[src/rtl/conv_run_sequencer.sv]
// Run controller for the three 2x2 convolution engines: starts them in turn, buffers
// their results, streams the twelve results for display and cross-checks the engines.
module conv_run_sequencer #(
    parameter int unsigned DATA_W  = 8,
    parameter int unsigned TIMEOUT = 255
) (
    input  logic                  clk,
    input  logic                  reset,
    input  logic                  run,
    output logic [2:0]            eng_start,
    input  logic [2:0]            eng_done,
    input  logic [12*DATA_W-1:0]  eng_result,
    output logic [DATA_W-1:0]     display_result,
    output logic [2:0]            display_current_state,
    output logic                  busy,
    output logic                  error,
    output logic                  mismatch
);
    localparam int unsigned NUM_ENG  = 3;
    localparam int unsigned NUM_RES  = 4;
    localparam int unsigned NUM_SLOT = NUM_ENG * NUM_RES;
    localparam int unsigned IDX_W    = $clog2(NUM_SLOT);
    localparam int unsigned WAIT_W   = $clog2(TIMEOUT + 1);
    localparam int unsigned LAST_IDX = NUM_SLOT - 1;

    typedef enum logic [2:0] {
        S_IDLE       = 3'd0,
        S_RUN_SINGLE = 3'd1,
        S_RUN_SYS3   = 3'd2,
        S_RUN_SYS2   = 3'd3,
        S_DISPLAY    = 3'd4,
        S_DONE       = 3'd5,
        S_ERR        = 3'd6
    } state_t;

    state_t              r_state;
    logic [WAIT_W-1:0]   r_wait;
    logic [IDX_W-1:0]    r_idx;
    logic [DATA_W-1:0]   r_buf [NUM_SLOT];
    logic [2:0]          r_eng_start;
    logic [DATA_W-1:0]   r_disp;
    logic                r_busy;
    logic                r_error;
    logic                r_mismatch;

    state_t              w_state_nxt;
    logic [WAIT_W-1:0]   w_wait_nxt;
    logic [IDX_W-1:0]    w_idx_nxt;
    logic [2:0]          w_act_mask;
    logic                w_done_seen;
    logic                w_capture;
    logic                w_mm;
    logic [2:0]          w_start_nxt;
    logic [DATA_W-1:0]   w_disp_nxt;
    logic                w_busy_nxt;
    logic                w_error_nxt;
    logic                w_mismatch_nxt;

    // One-hot mask of the engine owned by the current RUN state.
    always_comb begin
        w_act_mask = 3'b000;
        case (r_state)
            S_RUN_SINGLE: w_act_mask = 3'b001;
            S_RUN_SYS3:   w_act_mask = 3'b010;
            S_RUN_SYS2:   w_act_mask = 3'b100;
            default:      w_act_mask = 3'b000;
        endcase
    end

    // Done is ignored in the start cycle (wait counter still zero).
    assign w_done_seen = (r_wait != '0) && (|(eng_done & w_act_mask));

    // Engines disagree when any result position differs across the three entries.
    always_comb begin
        w_mm = 1'b0;
        for (int unsigned j = 0; j < NUM_RES; j++) begin
            if ((r_buf[j] != r_buf[NUM_RES + j]) || (r_buf[j] != r_buf[2*NUM_RES + j]))
                w_mm = 1'b1;
        end
    end

    // Next state plus the registered-output values for the next cycle.
    always_comb begin
        w_state_nxt    = r_state;
        w_wait_nxt     = '0;
        w_idx_nxt      = '0;
        w_capture      = 1'b0;
        w_start_nxt    = 3'b000;
        w_disp_nxt     = '0;
        w_busy_nxt     = 1'b0;
        w_error_nxt    = r_error;
        w_mismatch_nxt = r_mismatch;

        case (r_state)
            S_IDLE, S_DONE, S_ERR: begin
                if (run) begin
                    w_state_nxt    = S_RUN_SINGLE;
                    w_error_nxt    = 1'b0;
                    w_mismatch_nxt = 1'b0;
                end
            end
            S_RUN_SINGLE, S_RUN_SYS3, S_RUN_SYS2: begin
                w_wait_nxt = r_wait + WAIT_W'(1);
                if (w_done_seen) begin
                    w_capture  = 1'b1;
                    w_wait_nxt = '0;
                    case (r_state)
                        S_RUN_SINGLE: w_state_nxt = S_RUN_SYS3;
                        S_RUN_SYS3:   w_state_nxt = S_RUN_SYS2;
                        default:      w_state_nxt = S_DISPLAY;
                    endcase
                end else if (r_wait == WAIT_W'(TIMEOUT)) begin
                    w_state_nxt = S_ERR;
                    w_wait_nxt  = '0;
                    w_error_nxt = 1'b1;
                end
            end
            S_DISPLAY: begin
                if (r_idx == IDX_W'(LAST_IDX)) begin
                    w_state_nxt    = S_DONE;
                    w_mismatch_nxt = w_mm;
                end else begin
                    w_idx_nxt = r_idx + IDX_W'(1);
                end
            end
            default: w_state_nxt = S_IDLE;
        endcase

        case (w_state_nxt)
            S_RUN_SINGLE: begin
                w_busy_nxt  = 1'b1;
                w_start_nxt = (r_state != S_RUN_SINGLE) ? 3'b001 : 3'b000;
            end
            S_RUN_SYS3: begin
                w_busy_nxt  = 1'b1;
                w_start_nxt = (r_state != S_RUN_SYS3) ? 3'b010 : 3'b000;
            end
            S_RUN_SYS2: begin
                w_busy_nxt  = 1'b1;
                w_start_nxt = (r_state != S_RUN_SYS2) ? 3'b100 : 3'b000;
            end
            S_DISPLAY: begin
                w_busy_nxt = 1'b1;
                w_disp_nxt = r_buf[w_idx_nxt];
            end
            S_DONE:  w_disp_nxt = r_buf[LAST_IDX];
            default: w_disp_nxt = '0;
        endcase
    end

    always_ff @(posedge clk or posedge reset) begin
        if (reset) begin
            r_state     <= S_IDLE;
            r_wait      <= '0;
            r_idx       <= '0;
            r_eng_start <= 3'b000;
            r_disp      <= '0;
            r_busy      <= 1'b0;
            r_error     <= 1'b0;
            r_mismatch  <= 1'b0;
            for (int unsigned i = 0; i < NUM_SLOT; i++)
                r_buf[i] <= '0;
        end else begin
            r_state     <= w_state_nxt;
            r_wait      <= w_wait_nxt;
            r_idx       <= w_idx_nxt;
            r_eng_start <= w_start_nxt;
            r_disp      <= w_disp_nxt;
            r_busy      <= w_busy_nxt;
            r_error     <= w_error_nxt;
            r_mismatch  <= w_mismatch_nxt;
            for (int unsigned e = 0; e < NUM_ENG; e++) begin
                if (w_capture && w_act_mask[e]) begin
                    for (int unsigned j = 0; j < NUM_RES; j++)
                        r_buf[e*NUM_RES + j] <= eng_result[(e*NUM_RES + j)*DATA_W +: DATA_W];
                end
            end
        end
    end

    assign eng_start             = r_eng_start;
    assign display_result        = r_disp;
    assign display_current_state = r_state;
    assign busy                  = r_busy;
    assign error                 = r_error;
    assign mismatch              = r_mismatch;

endmodule

[config.mk]
export PLATFORM = sky130hd
export DESIGN_NAME = conv_run_sequencer
export DESIGN_NICKNAME = d
export VERILOG_FILES = /design/src/rtl/conv_run_sequencer.sv
export SDC_FILE = /design/constraint.sdc
export NUM_CORES = 1
export LEC_CHECK = 0
export CORE_ASPECT_RATIO = 0.6
export CORE_MARGIN = 5
export CORE_UTILIZATION = 50
export CTS_BUF_LIST = sky130_fd_sc_hd__clkbuf_4 sky130_fd_sc_hd__clkbuf_8
export CTS_CLUSTER_SIZE = 20
export DETAILED_ROUTE_END_ITERATION = 8
export HOLD_SLACK_MARGIN = 0.12
export PLACE_DENSITY_LB_ADDON = 0.1
export SYNTH_ARGS = -nofsm -noshare
export SYNTH_HDL_FRONTEND = slang
export SYNTH_SLANG_ARGS = --single-unit
[constraint.sdc]
create_clock -name clk -period 4.2 [get_ports clk]
set_input_delay 0.84 -clock clk [delete_from_list [all_inputs] [get_ports clk]]
set_output_delay 0.84 -clock clk [all_outputs]
set_load 0.01 [all_outputs]
* Word-level counts from Yosys, hierarchy flattened
Index checks and enable logic that the tools add are counted.
** Storage, ports and cells
- Memories kept :: 0
- Bits in writable memories :: 0
- Register bits :: 125
- Latch bits :: 0
- ROM bits :: 0
- Logic and storage cells :: 104
** Operators by class
- Magnitude comparators :: 1
- Bitwise logic cells :: 2
- Mux-type cells :: 33
- Multiply operators :: 0
- Div/mod/pow operators :: 0
- Add/subtract/negate cells :: 2
- Shift operators :: 0
- Eq/ne operators :: 28
- Reductions and logical operators :: 18
** Operator list (count)
- 8-bit inequality test :: 8
- 8-bit two-way mux :: 5
- 8-bit binary-select mux with 4-bit select :: 1
- 3-bit case mux with 3 select lines :: 3
- 8-bit case mux with 2 select lines :: 1
- 3-bit equality test (second input constant) :: 5
- 3-bit two-way mux :: 5
- 3-bit by 2-bit equality test with 1-bit output (second input constant) :: 4
- 1-bit two-way mux :: 12
- 3-bit OR reduction :: 3
- 8-bit by 1-bit adder with 8-bit output (second input constant) :: 1
- 8-bit equality test (second input constant) :: 1
- 4-bit two-way mux :: 2
- 2-bit inequality test (second input constant) :: 4
- 8-bit nonzero test :: 1
- 3-bit by 1-bit equality test with 1-bit output (second input constant) :: 2
- 3-bit by 2-bit inequality test with 1-bit output (second input constant) :: 2
- 3-bit case mux with 2 select lines :: 1
- 5-bit greater-or-equal comparator (second input constant) :: 1
- 4-bit inverter with 5-bit output :: 1
- 4-bit by 1-bit adder with 4-bit output (second input constant) :: 1
- 4-bit equality test (second input constant) :: 1
- 1-bit logical AND :: 4
- 1-bit logical OR :: 4
- other kinds (9) :: 11

* Depth between registers and ports, before layout
Gate-level depths: netlist (run 1).
- Depth in word-level cells :: 10
- Mapped depth :: 11

* Worst setup path after synthesis (run 1)
OpenSTA, ideal clock, no wires.
- Kind :: input to register
- From :: in eng_done[2]
- To :: reg r_buf[72] (netlist bit)
- Arrival :: 2.008 ns
- Setup slack :: 2.064 ns
- Setup time :: 0.128 ns
- Stages on the path :: 6
- Path through :: mux2i_1 > a32oi_1 > and4_1 > buf_2 > buf_2 > mux2_1
** On the way
- Word-level cells in the longest chain between the ends :: 6
** RTL lines
- start, declared :: line 11 : input logic [2:0] eng_done,
- 3-bit bitwise AND :: line 71 : assign w_done_seen = (r_wait != '0) && (|(eng_done & w_act_mask));
- 3-bit OR reduction :: line 71
- 1-bit logical AND :: line 71
- 1-bit two-way mux :: line 104 : if (w_done_seen) begin
- 1-bit two-way mux :: line 94 : case (r_state)
- 1-bit logical AND :: line 173 : if (w_capture && w_act_mask[e]) begin
- end signal, assigned by index :: line 175 : r_buf[e*NUM_RES + j] <= eng_result[(e*NUM_RES + j)*DATA_W +: DATA_W];
- end, declared :: line 39 : logic [DATA_W-1:0] r_buf [NUM_SLOT];
Every way passes these cells.
A chain may end at the register's enable or synchronous reset.

* Worst setup path after layout (run 1)
- From :: reg r_idx[0]
- To :: reg r_disp[3] (netlist: display_result[3])
** On the way
- Word-level cells in the longest chain between the ends :: 8
- Elaborated cells between the ends (all ways) :: 13
- Those cells by class :: add/sub: 1; eq/ne: 3; mux: 8; bitwise: 1
** RTL lines
- start, declared :: line 38 : logic [IDX_W-1:0] r_idx;
- start signal, assigned :: line 166 : r_idx <= w_idx_nxt;
- 4-bit by 1-bit adder with 4-bit output or 4-bit equality test (tied branches) :: line 123, 119
- 4-bit two-way mux :: line 119 : if (r_idx == IDX_W'(LAST_IDX)) begin
- 4-bit two-way mux :: line 94
- 4-bit inverter with 5-bit output (not written as such) :: line 144 : w_disp_nxt = r_buf[w_idx_nxt];
- 8-bit binary-select mux with 4-bit select :: line 144
- 8-bit two-way mux (not written as such) (2 in a row) :: line 144
- 8-bit case mux with 2 select lines * :: line 129 : case (w_state_nxt)
- via w_disp_nxt[3] :: line 54 : logic [DATA_W-1:0] w_disp_nxt;
- end signal, assigned :: line 168 : r_disp <= w_disp_nxt;
- end, declared :: line 41 : logic [DATA_W-1:0] r_disp;
The timed path passes the listed nets; every way through them passes the cells marked *. The select of a mux whose other input is x is not followed.

==> results of run 1 <==
synthesized netlist by cell type (4+ instances only):
cell type,instances
nor2_1,24
o21ai_0,5
mux2i_1,22
inv_1,13
buf_6,6
buf_2,16
nand4_1,10
a21oi_1,9
mux2_1,27
nor4_1,8
a22oi_1,4
or3_1,4
a31oi_1,4
o22ai_1,5
xor2_1,27
mux2_2,71
dfrtp_1,125
nand3_1,11
nand2_1,25
and3_1,10
o211ai_1,6
nor3_1,12
o21ai_1,5
o211a_1,7
xnor2_1,26
mux4_2,10
flip-flops by register name, indices dropped and copies added, names as in the netlist:
name and count:
mismatch 1, r_buf 96, busy 1, r_wait 8
display_result 8, eng_start 3, r_idx 4, display_current_state 3
error 1
critical path, cell delays in order, from the launching register on:
cell,delay (ps)
dfrtp_1,530
ha_1,870
nand2_2,250
inv_2,470
mux2_2,410
o211ai_1,180
nand3_1,110
o211a_1,180
power by group through the flow:
stage               Clock [mW]  Combinational (mW)  Sequential, mW
global placement             0                2.12            2.49
finish                    1.13                2.21            2.54
floorplan                    0                1.69            2.15
CTS                       1.15                2.19            2.49
global route              1.19                2.38            2.58
detailed placement           0                2.17            2.51
layer usage:
| layer | global-route usage | up-vias |
|---|---|---|
| met5 | 0 | - |
| met3 | 0.0812 | 25 |
| li1 | - | 2253 |
| met2 | 0.312 | 265 |
| met4 | 0.0400 | 0 |
| met1 | 0.412 | 2484 |
layout by cell type (no fill, tap or decap), types with 11 or more instances in the layout:
cell,n
clkbuf_8,17
clkdlybuf4s50_1,118
dfrtp_1,125
inv_1,12
mux2_1,27
mux2_2,71
mux2i_1,22
nand2_1,25
nand3_1,11
nor2_1,24
nor3_1,12
xnor2_1,26
xor2_1,27
kinds of logic (layout without fill, tap and decap cells):
| logic type | after synthesis | in the layout |
|---|---|---|
| compound gates | 68 | 68 |
| xor+xnor | 53 | 53 |
| fa+ha+maj | 4 | 4 |
| buf+inv | 41 | 169 |
| flops | 125 | 125 |
| mux | 130 | 130 |
| simple gates | 129 | 129 |
stage by stage:
| step | std cells | total power [mW] |
|---|---|---|
| floorplan | 550 | 3.84 |
| global placement | 816 | 4.61 |
| detailed placement | 816 | 4.68 |
| CTS | 848 | 5.83 |
| global route | 848 | 6.16 |
| finish | 848 | 5.88 |
layout make-up:
class | count | area share
timing repair buffer | 123 | 0.148
clock inverter | 14 | 0.0218
sequential | 125 | 0.373
inverter | 14 | 0.00656
clock buffer | 18 | 0.0288
multi-input combinational | 384 | 0.397
tap | 170 | 0.0254
final timing paths:
check	start	to	slack, ps	cells after the start
setup reg to reg	r_idx[0]$_DFF_PP0_	display_result[3]$_DFF_PP0_	1070	7
max in group asynchronous	reset	display_result[3]$_DFF_PP0_	2500	3
hold reg to reg	r_wait[0]$_DFF_PP0_	r_wait[0]$_DFF_PP0_	520	1
hold / removal	r_wait[0]$_DFF_PP0_	r_wait[0]$_DFF_PP0_	520	1
setup / recovery	r_idx[0]$_DFF_PP0_	display_result[3]$_DFF_PP0_	1070	7
min in group asynchronous	reset	r_buf[47]$_DFFE_PP0P_	880	2
==> impl_metrics.tcl, run 1 <==
set metrics [dict create \
    status "finished clean" \
    synth-seq-cells 125 \
    synth_compound_area_frac 0.0777 \
    ys_seq_area_frac 0.468 \
    synthXorXnorAreaFrac 0.0694 \
    power_density_nw_per_um2 701 \
    rows 32 \
    maxUsedRoutingLayer "met4" \
    wl_met3_um 2070 \
    dp_hpwl_um 14800 \
    final_layout_size_suffix_gt1_frac 0.201 \
    min_path_type "flip-flop to flip-flop" \
    required_ps 4500 \
    num_io_pins 119 \
    drv_slew 0 \
    p_sw_frac 0.399 \
    syn_area_per_cell_um2 12.2 \
    die_h_um 99.6 \
    area_growth_syn_to_layout_pct 25.5 \
    drv_cap 0 \
    die_w_um 159 \
    synthArstFlopShare 1.00 \
    synthAdderAreaFrac 0.00711 \
    grt_overflow 0 \
    met1_length_um 10000 \
    worstPathArrival_ps 3440 \
    io_buffer_count 118 \
    slew_headroom 0.374 \
    p_int_mw 3.53 \
    dp_slack_ps 1100 \
    cts_num_sinks 125 \
    start_util 0.515 \
    num_vias 5027 \
    ys_types 71 \
    regArea_um2 3130 \
    n_antenna_cell 0 \
    crit_type "flip-flop to flip-flop" \
    cts_resized 0 \
    start_kind "flip-flop" \
    rsz0062_at_grt "no" \
    syn_area_um2 6690 \
    cts_tree "yes" \
    cts_buffers 17 \
    critPathCaptureType "flip-flop" \
    yosys_warnings 0 \
    fmax_mhz 319 \
    routed_wl_um 19700 \
    core_area_um2 13000 \
    ys.flop_type "dfrtp_1" \
    finClkSkew_ps 14.8 \
    tns_ps 0 \
    finalCriticalPeriod_ps 3130 \
    synth_mux_area_frac 0.232 \
    synth_fp_nets 655 \
    synth_top_family_by_area "multiplexers" \
    firstDrtPassIters 6 \
    route.met2.wl_um 7410 \
    num-fill-cells 1014 \
    netlist_top_cells_area "dfrtp_1, mux2_2, mux2_1, xor2_1, xnor2_1" \
    crit_fanout 20 \
    antenna_found_initial 0 \
    die-area_um2 15900 \
    comb_power_share 0.376 \
    synth_top_area_frac 0.468 \
    max-vdd-ir-drop_mv 0.288 \
    place_congestion 0.921 \
    h-tree-depth 4 \
    synth_edf_count 0 \
    p_clk_frac 0.193 \
    worst_slack_ps 1070 \
    grt_util_all_layers 0.249 \
    postCtsSetupBuffers 0 \
    postCtsHoldBufs 0 \
    yosys.area_share.simple 0.109 \
    finish.instance_area_um2 8390 \
    setup_viol 0 \
    syn_inst 550 \
    post_drt_wl_per_cell_um 23.2 \
    clkLatencyLatePin_ps 440 \
    clk_pin_slew_ps 80 \
    grt_first_pass_wirelength_um 30000 \
    post-route-drc-count 0 \
    final_hold_viol_count 0 \
    synth_area_leader_cell "dfrtp_1" \
    p_leak_nw 3.57 \
    grt_pass1_vias 5002 \
    post-route-period-util 0.745 \
    whs_ps 516 \
    final_nets 770 \
    drt-initial-drc-count 464 \
    multi_input_area_um2 3330 \
    root_buffer "clkbuf_8" \
    clockBufferDepth 2 \
    placed_area_um2 7970 \
    netSwitchingPower_mw 2.34 \
    grt_max_degree 68 \
    worst_pin_slew_ps 936 \
    final_util 0.647 \
    seqPwrFrac 0.431 \
    ant_nets 0 \
    via_per_inst 5.93 \
]
Power figures use the tool's default switching activity.
==> run 2, diff against run 1 <==
clock period = 2.79 ns   (was 4.2 ns; I/O delays follow)
==> impl_metrics.tcl, run 2 (same netlist as run 1, synthesis figures left out) <==
set metrics [dict create \
    status "finished clean" \
    r2r-end "display_result[3]$_DFF_PP0_" \
    num_io_pins 119 \
    reg2reg_depth 7 \
    required_ps 3170 \
    io_buffer_count 118 \
    postCtsSetupBuffers 0 \
    die_h_um 99.6 \
    clkLatencyLatePin_ps 450 \
    largest_reg_flops 96 \
    mostFrequentLayoutCells "dfrtp_1, clkdlybuf4s50_1, mux2_2" \
    worst_slack_ps 227 \
    cts_num_sinks 125 \
    antenna_found_initial 0 \
    max-vdd-ir-drop_mv 0.414 \
    finalNonFillerCells 859 \
    critPathCaptureType "flip-flop" \
    clockBufferDepth 2 \
    cts_resized 0 \
    die-area_um2 15900 \
    num_vias 5107 \
    post_drt_wl_per_cell_um 23.0 \
    core_area_um2 13000 \
    layout_commonest_cell "dfrtp_1" \
    post-route-drc-count 0 \
    min_path_type "flip-flop to flip-flop" \
    grt_util_all_layers 0.258 \
    holdPathStages 2 \
    routed_wl_um 19800 \
    clk_pin_slew_ps 80 \
    rsz0062_at_grt "no" \
    critPathLaunch "display_current_state[2]$_DFF_PP0_" \
    cts_tree "yes" \
    setup_viol 0 \
    worstHoldStart "error$_DFFE_PP0P_" \
    dp_hpwl_um 14900 \
    fmax_mhz 390 \
    num-fill-cells 1026 \
    area_growth_syn_to_layout_pct 26.4 \
    drv_cap 0 \
    crit_type "flip-flop to flip-flop" \
    tns_ps 0 \
    final_layout_size_suffix_gt1_frac 0.213 \
    final_util 0.652 \
    grt_max_degree 126 \
    drt-initial-drc-count 542 \
    slew_headroom 0.355 \
    r2r_slack_ps 230 \
    endpoint "display_result[3]$_DFF_PP0_" \
    root_buffer "clkbuf_8" \
    rows 32 \
    post-route-period-util 0.918 \
    via_per_inst 5.95 \
    grt_overflow 0 \
    power_mw 8.87 \
    h-tree-depth 4 \
    finClkSkew_ps 13.0 \
    ant_nets 0 \
    n_antenna_cell 0 \
    drv_slew 0 \
    firstDrtPassIters 5 \
    postCtsHoldBufs 0 \
    p_leak_nw 3.62 \
    worstPathArrival_ps 2940 \
    finalCriticalPeriod_ps 2560 \
    dp_slack_ps 253 \
    start_util 0.515 \
    crit_fanout 13 \
    cts_buffers 17 \
    final_hold_viol_count 0 \
    reg2reg_from "display_current_state[2]$_DFF_PP0_" \
    place_inst 827 \
    die_w_um 159 \
    grt_pass1_vias 5141 \
    final_nets 781 \
    regMostFlops "r_buf" \
    start_kind "flip-flop" \
    place_congestion 0.953 \
    power_density_nw_per_um2 1050 \
    grt_first_pass_wirelength_um 31100 \
    worst_pin_slew_ps 964 \
]
-- run 2: changes by cell type in the layout (fill, tap and decap cells not counted), sizes merged --
cell	delta
inv	+1
bufinv	-1
clkinv	-1
buf	+11
clkinvlp	+1
-- run 2: worst max-delay path: stages (launching register included) --
cell,delay [ps]
dfrtp_1,360
buf_4,190
or3b_1,430
buf_4,200
o32ai_1,830
a22oi_1,150
nand3_1,140
o211a_1,180
-- run 2: through the flow --
step	hold WS [ps]	area, um^2
after global routing	554	8450
after CTS	517	8450
final	526	8450
after global placement	490	8050
after detailed placement	505	8050
after floorplan	468	6690
-- run 2: how the worst min path moves through the flow --
stage / endpoint / slack (ps)
finish: error$_DFFE_PP0P_ / 530
global route: r_wait[0]$_DFF_PP0_ / 550
CTS: r_wait[0]$_DFF_PP0_ / 520
detailed placement: r_wait[0]$_DFF_PP0_ / 510
global placement: r_wait[0]$_DFF_PP0_ / 490
floorplan: r_wait[0]$_DFF_PP0_ / 470
-- run 2: metal layers --
metal  part of all wire  wire length [um]  GRT usage
met1               0.51             10000      0.415
met2               0.37              7260      0.321
met3               0.12              2270     0.0986
met4              0.010               205     0.0498
met5                  0                 0          0
-- run 2: layout make-up --
type                    count  area [um^2]  area share
flip-flops and latches    125         3130       0.370
multi-input cells         384         3330       0.394
inverters                  14         56.3     0.00666
well taps                 170          213      0.0252
repair buffers            134         1330       0.157
clock buffers              18          248      0.0293
clock inverters            14          155      0.0184
-- run 2: report_power, final --
group / leakage, nW / internal [mW] / total [mW] / switching [mW]
registers: 1.61 / 2.60 / 3.70 / 1.11
clock network: 0.202 / 0.835 / 1.65 / 0.811
logic: 1.80 / 1.88 / 3.52 / 1.64
total: 3.62 / 5.31 / 8.87 / 3.55
